`src/rtl/hub75_stream_writer_pkg.sv`:
```
// Shared types for the HUB75 stream writer: FSM state encoding and the
// address-width helper used to size the geometry counters.
package hub75_stream_writer_pkg;

  typedef enum logic [1:0] {
    ST_IDLE,
    ST_FILL,
    ST_WAIT,
    ST_COMMIT
  } wr_state_t;

  // A geometry of 1 still needs a 1-bit address port.
  function automatic int addr_bits(input int n);
    return (n > 1) ? $clog2(n) : 1;
  endfunction

endpackage

```
`src/rtl/hub75_stream_writer.sv`:
```
// Packs a valid/ready raster pixel stream into per-row line-buffer writes and
// commits each filled row with swap/store once the write-in stage is idle.
module hub75_stream_writer
  import hub75_stream_writer_pkg::*;
#(
  parameter int N_BANKS     = 2,
  parameter int N_ROWS      = 32,
  parameter int N_COLS      = 64,
  parameter int N_CHANS     = 3,
  parameter int N_PLANES    = 8,
  parameter int LOG_N_BANKS = addr_bits(N_BANKS),
  parameter int LOG_N_ROWS  = addr_bits(N_ROWS),
  parameter int LOG_N_COLS  = addr_bits(N_COLS)
) (
  input  logic                          clk,
  input  logic                          rst,
  input  logic [N_CHANS*N_PLANES-1:0]   in_data,
  input  logic                          in_sof,
  input  logic                          in_valid,
  output logic                          in_ready,
  output logic [LOG_N_BANKS-1:0]        wr_bank_addr,
  output logic [LOG_N_ROWS-1:0]         wr_row_addr,
  output logic                          wr_row_store,
  input  logic                          wr_row_rdy,
  output logic                          wr_row_swap,
  output logic [N_CHANS*N_PLANES-1:0]   wr_data,
  output logic [LOG_N_COLS-1:0]         wr_col_addr,
  output logic                          wr_en,
  output logic                          frame_done,
  output logic                          sof_err
);

  localparam logic [LOG_N_COLS-1:0]  COL_LAST  = LOG_N_COLS'(N_COLS - 1);
  localparam logic [LOG_N_ROWS-1:0]  ROW_LAST  = LOG_N_ROWS'(N_ROWS - 1);
  localparam logic [LOG_N_BANKS-1:0] BANK_LAST = LOG_N_BANKS'(N_BANKS - 1);

  wr_state_t state, state_nxt;

  logic [LOG_N_COLS-1:0]  col,  col_nxt,  eff_col;
  logic [LOG_N_ROWS-1:0]  row,  row_nxt,  eff_row;
  logic [LOG_N_BANKS-1:0] bank, bank_nxt, eff_bank;

  logic accept;
  logic at_origin;
  logic resync;

  assign in_ready  = (state == ST_FILL);
  assign accept    = in_valid & in_ready;
  assign at_origin = (col == '0) && (row == '0) && (bank == '0);
  assign resync    = accept & in_sof & ~at_origin;

  // A misplaced start-of-frame pixel is treated as if the counters were
  // already at the frame origin, so the same increment path handles both.
  assign eff_col  = resync ? '0 : col;
  assign eff_row  = resync ? '0 : row;
  assign eff_bank = resync ? '0 : bank;

  assign wr_en        = accept;
  assign wr_data      = in_data;
  assign wr_col_addr  = eff_col;
  assign wr_row_addr  = eff_row;
  assign wr_bank_addr = eff_bank;
  assign sof_err      = resync;

  always_ff @(posedge clk or posedge rst) begin
    if (rst) begin
      state <= ST_IDLE;
      col   <= '0;
      row   <= '0;
      bank  <= '0;
    end else begin
      state <= state_nxt;
      col   <= col_nxt;
      row   <= row_nxt;
      bank  <= bank_nxt;
    end
  end

  always_comb begin
    state_nxt    = state;
    col_nxt      = col;
    row_nxt      = row;
    bank_nxt     = bank;
    wr_row_store = 1'b0;
    wr_row_swap  = 1'b0;
    frame_done   = 1'b0;

    case (state)
      ST_IDLE: begin
        state_nxt = ST_FILL;
      end

      ST_FILL: begin
        if (accept) begin
          row_nxt  = eff_row;
          bank_nxt = eff_bank;
          if (eff_col == COL_LAST) begin
            col_nxt   = '0;
            state_nxt = ST_WAIT;
          end else begin
            col_nxt = eff_col + LOG_N_COLS'(1);
          end
        end
      end

      ST_WAIT: begin
        if (wr_row_rdy) begin
          state_nxt = ST_COMMIT;
        end
      end

      ST_COMMIT: begin
        wr_row_store = 1'b1;
        wr_row_swap  = 1'b1;
        frame_done   = (bank == BANK_LAST) && (row == ROW_LAST);
        state_nxt    = ST_FILL;
        // Row address moves on only after the commit cycle has presented it.
        if (row == ROW_LAST) begin
          row_nxt  = '0;
          bank_nxt = (bank == BANK_LAST) ? '0 : bank + LOG_N_BANKS'(1);
        end else begin
          row_nxt = row + LOG_N_ROWS'(1);
        end
      end

      default: begin
        state_nxt = ST_IDLE;
      end
    endcase
  end

endmodule

```
`config.mk`:
```
export PLATFORM = sky130hd
export DESIGN_NAME = hub75_stream_writer
export DESIGN_NICKNAME = d
export VERILOG_FILES = /design/src/rtl/hub75_stream_writer_pkg.sv /design/src/rtl/hub75_stream_writer.sv
export SDC_FILE = /design/constraint.sdc
export NUM_CORES = 1
export LEC_CHECK = 0
export BUFFER_PORTS_ARGS = -buffer_cell sky130_fd_sc_hd__buf_2
export CAP_MARGIN = 0
export CORE_MARGIN = 10
export CORE_UTILIZATION = 45
export DETAILED_ROUTE_END_ITERATION = 16
export PLACE_DENSITY = 0.93
export SKIP_LAST_GASP = 1
export SLEW_MARGIN = 20
export SYNTH_ARGS = -nofsm -noshare
export SYNTH_HDL_FRONTEND = slang
export SYNTH_SLANG_ARGS = --single-unit
```
`constraint.sdc`:
```
create_clock -name clk -period 3.4 [get_ports clk]
set_input_delay 0 -clock clk [delete_from_list [all_inputs] [get_ports clk]]
set_output_delay 0 -clock clk [all_outputs]
set_load 0.05 [all_outputs]
```
==> run_results.csv, run 1 <==
group,metric,value,unit
cells_and_area,syn_to_final_growth,0.0002697,%
drt,ant_nets,0,
global_route,grt_max_degree,15,
critical_path,r2r_setup_slack,1490,ps
yosys,synth_cell_types,32,
power_and_ir_drop,p_per_area,532.8,mW/mm2
power_and_ir_drop,p_int,0.0003310,W
critical_path,rr_startpoint,"state[1]$_DFFE_PP0P_",
clock_network,h-tree-depth,1,
cells_and_area,final_util,48.87,%
job,maxCapViolations,0,
yosys,ys_seq_area_share,31.50,%
place,portBuffers,22,
drt,viasPerCell,5.608,
yosys,ys_ff_latch,14,
clock_network,cts_tree,"yes",
drt,post_drt_wl_per_cell,17.07,um
critical_path,worstPathCellList,"inv_1 > ha_1 > nand3_2 > a31oi_4 > buf_2",
power_and_ir_drop,switching_power,0.0002616,W
place,gp_congestion,0.8581,
clock_network,cts_resized,0,
sta,timing_hold_violations_final,0,
yosys,ys_async_sr_fraction,100.0,%
global_route,grtUsageTotal,10.10,%
critical_path,r2r_cells,6,
critical_path,path_class,"reg -> out",
cells_and_area,final_area,0.001112,mm2
yosys,ys.flop_type,"dfrtp_1",
sta,slew_headroom,63.69,%
sta,fin_worst_skew,0.5637,ps
power_and_ir_drop,switching_share,44.14,%
clock_network,cts_buffers,3,
power_and_ir_drop,ir_drop,276.3,uV
power_and_ir_drop,power_frac_seq,40.6,%
drt,vias,830,
drt,drtPass1Iterations,4,
drt,drt_wl_total,2.526,mm
yosys,syn_area,0.001112,mm2
place,placed_cells,143,
min_path,hold_class,"in -> out",
critical_path,end_kind,"primary output",
yosys,synth_cells,119,
floorplanning,io-pin-count,71,
clock_network,clockBufferDepth,2,
yosys,synth_enable_flop_cells,0,
sta,tightest_slew,544.0,ps
sta,maxSlewViolCount,0,
critical_path,worstPathRequired,3400,ps
power_and_ir_drop,p_leak,0.5642,nW
global_route,gr-total-overflow,0,
critical_path,crit_fanout,14,
critical_path,setup.worst_path.start,"state[1]$_DFFE_PP0P_",
sta,rsz0062_at_grt,"false",
min_path,hp-start,"in_data[14]",
min_path,hold_depth,0,
floorplanning,die_area,0.004860,mm2
cells_and_area,final_cell_mix,"buf_2, dfrtp_1, and2_1",
critical_path,cp-start-kind,"register",
status,outcome,"finished, final reports clean",
critical_path,reg2reg_to,"row[2]$_DFFE_PP0P_",
global_route,grt_pass1_wl,4.077,mm
floorplanning,core,0.002276,mm2
critical_path,cp_slowest_stage_delay,410,ps
critical_path,cp.arrival,2050,ps
global_route,antenna_found_initial,0,
global_route,grt_pass1_vias,846,
cells_and_area,final_nets,156,
sta,max_freq,488.8,MHz
sta,fin_tns_setup,0,ps
clock_network,clkTransAtPathRegs,80,ps
sta,period_share,60.18,%
cells_and_area,drive_above_1_share,29.17,%
floorplanning,die_y,69.72,um
cells_and_area,fin_cells,148,
clock_network,root_buffer,"clkbuf_4",
yosys,syn_avg_cell_area,9.347,um2
sta,finalSetupViolations,0,
floorplanning,rows,17,
power_and_ir_drop,clock_power_share,20.1,%
cells_and_area,final_common_cell,"buf_2",
place,place_area,0.001066,mm2
clock_network,clock-sinks,14,
power_and_ir_drop,combPwrFrac,39.3,%
critical_path,crit_path_end,"sof_err",
yosys,ys_warn_count,0,
sta,fin_crit,2046,ps
place,dp_hpwl,2.067,mm
yosys,syn-num-nets,154,
critical_path,critical-path-slowest-cell,"dfrtp_1",
floorplanning,die_x,69.72,um
drt,drt_iter0_drc,58,
drt,remaining_drc_errors,0,
floorplanning,start_util,48.87,%
clock_network,insertion_delay,280,ps
cells_and_area,n_antenna_cell,0,
## kinds of logic (layout without fill, tap and decap cells)
| kind of cell | Yosys count | after routing | synth area share (%) |
|---|---|---|---|
| simple gates | 40 | 40 | 21.71 |
| buf+inv | 34 | 35 | 19.91 |
| compound gates | 20 | 20 | 15.52 |
| flops | 14 | 14 | 31.50 |
| fa+ha+maj | 6 | 6 | 6.749 |
| mux | 5 | 5 | 4.612 |
## worst max-delay path: cells and delay by family, from the launching register on
| family | cells | cell delay, ps |
|---|---|---|
| AOI/OAI and AO/OA | 1 | 360 |
| and+or+nand+nor | 1 | 270 |
| buffers and inverters | 2 | 420 |
| adders and majority gates | 1 | 310 |
| DFF | 1 | 410 |
## synth_stat cells, drive strengths merged (4+ instances only)
master	instances	area (um2)
dfrtp	14	350.3
ha	6	75.07
a22o	5	43.79
nand3	4	25.02
mux2i	4	40.04
inv	8	30.03
and2	11	70.07
nor2	4	15.01
nor3	4	20.02
buf	25	187.7
nand2	7	26.28
o21ai	7	46.29
## worst min path at each step
stage / end
after global routing: wr_data[23]
after detailed placement: wr_data[12]
after global placement: wr_data[12]
after CTS: wr_data[12]
after floorplan: bank$_DFFE_PP0P_
final: wr_data[14]
## layer usage
metal	global-route usage [%]	vias to the layer above	wire length (um)
li1	-	390	-
met1	9.903	389	974
met2	16.03	39	1186
met3	5.706	12	298
met4	6.522	0	67
met5	0	-	0
## power groups by stage
| stage | clock, W | combinational, W | sequential, W |
|---|---|---|---|
| after floorplan | 0 | 0.000265 | 0.000230 |
| after global placement | 0 | 0.000228 | 0.000241 |
| after detailed placement | 0 | 0.000234 | 0.000243 |
| after CTS | 0.000124 | 0.000236 | 0.000240 |
| after global routing | 0.000133 | 0.000252 | 0.000245 |
| final | 0.000119 | 0.000233 | 0.000241 |
## timing repair
item	CTS	global route
endpoints found under the hold margin	14	0
hold buffers	1	0
buffers inserted	0	0
## flip-flops by register name (all words and copies together), names as in the netlist
name and cells:
bank 1, state 2, row 5, col 6
## through the flow
| stage | worst slack (ps) | power (W) | hold WS [ps] |
|---|---|---|---|
| global route | 1159 | 0.0006300 | 0.07182 |
| floorplan | 1181 | 0.0004950 | -110.8 |
| CTS | 1346 | 0.0005993 | 0.3409 |
| global placement | 1660 | 0.0004694 | 0.3409 |
| finish | 1354 | 0.0005926 | 0.01930 |
| detailed placement | 1520 | 0.0004769 | 0.3409 |
## cell type report
cell class                 instances  area, um2
tap                               28      35.03
inverter                           8      30.03
timing repair buffer              23      120.1
clock buffer                       4      36.28
fill                             206       1164
sequential                        14      350.3
multi-input combinational         71      540.5
Power figures use the tool's default switching activity.
==> run 2: changes to the inputs <==
--- a/config.mk
+++ b/config.mk
@@ -8,9 +8,9 @@
 export BUFFER_PORTS_ARGS = -buffer_cell sky130_fd_sc_hd__buf_2
 export CAP_MARGIN = 0
 export CORE_MARGIN = 10
-export CORE_UTILIZATION = 45
+export CORE_UTILIZATION = 38
 export DETAILED_ROUTE_END_ITERATION = 16
-export PLACE_DENSITY = 0.93
+export PLACE_DENSITY = 0.85
 export SKIP_LAST_GASP = 1
 export SLEW_MARGIN = 20
 export SYNTH_ARGS = -nofsm -noshare
==> constraint.sdc (replaced) <==
create_clock -name clk -period 1.67 [get_ports clk]
set_input_delay 0 -clock clk [delete_from_list [all_inputs] [get_ports clk]]
set_output_delay 0 -clock clk [all_outputs]
set_load 0.05 [all_outputs]
==> run 2 against run 1 <==
Against the previous run:
- the flow now finishes with violations (setup timing)
- cell area grew 21%
- total power grew 140%
- wire length grew 22%
- global-route usage grew 0.45 points
- non-clock buffer count grew 12
- final cell count grew 10%
- largest cell class unchanged
- highest routed layer unchanged
==> run_results.csv, run 2 (synthesis results as in run 1) <==
group,metric,value,unit
critical_path,r2r_cells,7,
critical_path,end_kind,"register",
cells_and_area,final_cell_mix,"buf_4, dfrtp_1, and2_1",
power_and_ir_drop,p_leak,0.6356,nW
min_path,hp-start,"in_data[14]",
clock_network,cts_buffers,3,
drt,ant_nets,0,
min_path,hold_class,"in -> out",
sta,fin_worst_skew,2.889,ps
drt,remaining_drc_errors,0,
drt,viasPerCell,5.509,
critical_path,rr_startpoint,"row[0]$_DFFE_PP0P_",
cells_and_area,final_nets,168,
clock_network,clockBufferDepth,2,
drt,vias,898,
min_path,hold_depth,0,
drt,post_drt_wl_per_cell,18.88,um
critical_path,crit_fanout,6,
critical_path,cp-start-kind,"register",
cells_and_area,largestRegisters,"col (6), row (5), state (2)",
cells_and_area,regArea,351.6,um2
cells_and_area,multi_input_area,608.1,um2
sta,slew_headroom,63.39,%
sta,fin_tns_setup,-88.85,ps
sta,rsz0062_at_grt,"true",
cells_and_area,final_common_cell,"buf_4",
job,maxCapViolations,0,
place,gp_congestion,0.9480,
status,violations,"setup timing",
power_and_ir_drop,ir_drop,894.9,uV
sta,timing_hold_violations_final,0,
global_route,gr-total-overflow,0,
global_route,grt_pass1_wl,4.664,mm
drt,drt_iter0_drc,46,
floorplanning,core,0.002781,mm2
drt,drtPass1Iterations,4,
clock_network,root_buffer,"clkbuf_4",
cells_and_area,largest_reg_flops,6,
power_and_ir_drop,p_total,0.001412,W
sta,maxSlewViolCount,0,
floorplanning,die_area,0.005492,mm2
critical_path,worstPathRequired,1890,ps
floorplanning,rows,19,
clock_network,insertion_delay,280,ps
cells_and_area,max_flop_register,"col",
critical_path,r2r_setup_slack,-20,ps
cells_and_area,drive_above_1_share,45.45,%
sta,max_freq,591.1,MHz
floorplanning,start_util,39.99,%
floorplanning,io-pin-count,71,
drt,drt_wl_total,3.078,mm
sta,finalSetupViolations,7,
global_route,antenna_found_initial,0,
min_path,min_to,"wr_data[14]",
global_route,grtUsageTotal,10.55,%
cells_and_area,n_antenna_cell,0,
floorplanning,die_x,74.11,um
sta,holdWs,0.01789,ps
global_route,grt_pass1_vias,927,
sta,fin_crit,1692,ps
sta,layout_setup_ws,-21.67,ps
sta,period_share,101.3,%
floorplanning,die_y,74.11,um
sta,tightest_slew,548.5,ps
cells_and_area,fill_cells,242,
clock_network,clock-sinks,14,
global_route,grt_max_degree,15,
critical_path,reg2reg_to,"row[3]$_DFFE_PP0P_",
clock_network,clkTransAtPathRegs,90,ps
power_and_ir_drop,p_per_area,1051,mW/mm2
critical_path,cp.arrival,1920,ps
critical_path,setup.worst_path.start,"row[0]$_DFFE_PP0P_",
clock_network,h-tree-depth,1,
cells_and_area,syn_to_final_growth,20.81,%
status,outcome,"finished with violations",
place,dp_hpwl,2.183,mm
critical_path,path_class,"reg -> reg",
clock_network,cts_tree,"yes",
place,portBuffers,22,
==> run 2: cell types whose count changed in the layout (fill, tap and decap cells not counted), sizes merged <==
cell	before	now
buf	22	34
clkinvlp	0	1
inv	8	7
==> run 2: what timing repair did <==
action | CTS | global route
endpoints found under the setup margin | 4 | 23
endpoints found under the hold margin | 14 | 0
setup buffers | 4 | 4
pin swaps | 2 | 5
hold buffers | 1 | 0
resized for setup | 13 | 28
==> run 2: worst max-delay path: stages, from the launching register on <==
cell	delay, ps
dfrtp_1	430
inv_2	110
ha_4	120
nor4b_4	230
a31oi_4	180
buf_6	160
o21ai_4	220
a22o_1	180
==> run 2: metal layers <==
layer  track usage, %  part of all wire, %
met4            3.520                 0.88
met2            18.18                   50
met1            10.65                   35
met3            5.718                   14
met5                0                    0
==> run 2: how the worst max path moves through the flow <==
| stage | to | depth (start not counted) |
|---|---|---|
| after CTS | wr_col_addr[2] | 5 |
| final | row[3]$_DFFE_PP0P_ | 7 |
| after floorplan | bank$_DFFE_PP0P_ | 6 |
| after global placement | row[1]$_DFFE_PP0P_ | 6 |
| after detailed placement | row[4]$_DFFE_PP0P_ | 6 |
| after global routing | row[2]$_DFFE_PP0P_ | 7 |
==> run 2: cell type report <==
cell class / instances / area share, %
multi-input combinational: 71 / 45.25
sequential: 14 / 26.16
timing repair buffer: 35 / 20.48
tap: 31 / 2.886
clock buffer: 4 / 2.700
inverter: 8 / 2.514
==> run 2: power by group <==
part           switching [W]  internal, W  leakage (nW)  total (W)
logic               0.000378     0.000292         0.431   0.000669
clock network       0.000117     0.000133        0.0210   0.000250
registers           0.000101     0.000393         0.184   0.000493
total               0.000595     0.000817         0.636    0.00141
==> run 2: metrics by stage <==
step                cells  area [um2]  setup slack [ps]  utilization (%)
floorplan             119        1149            -149.3                -
global placement      150        1136             98.09            40.85
detailed placement    150        1136             25.17            40.85
CTS                   159        1256             1.391            45.16
global route          163        1344            -156.1            48.31
finish                163        1344            -21.67            48.31
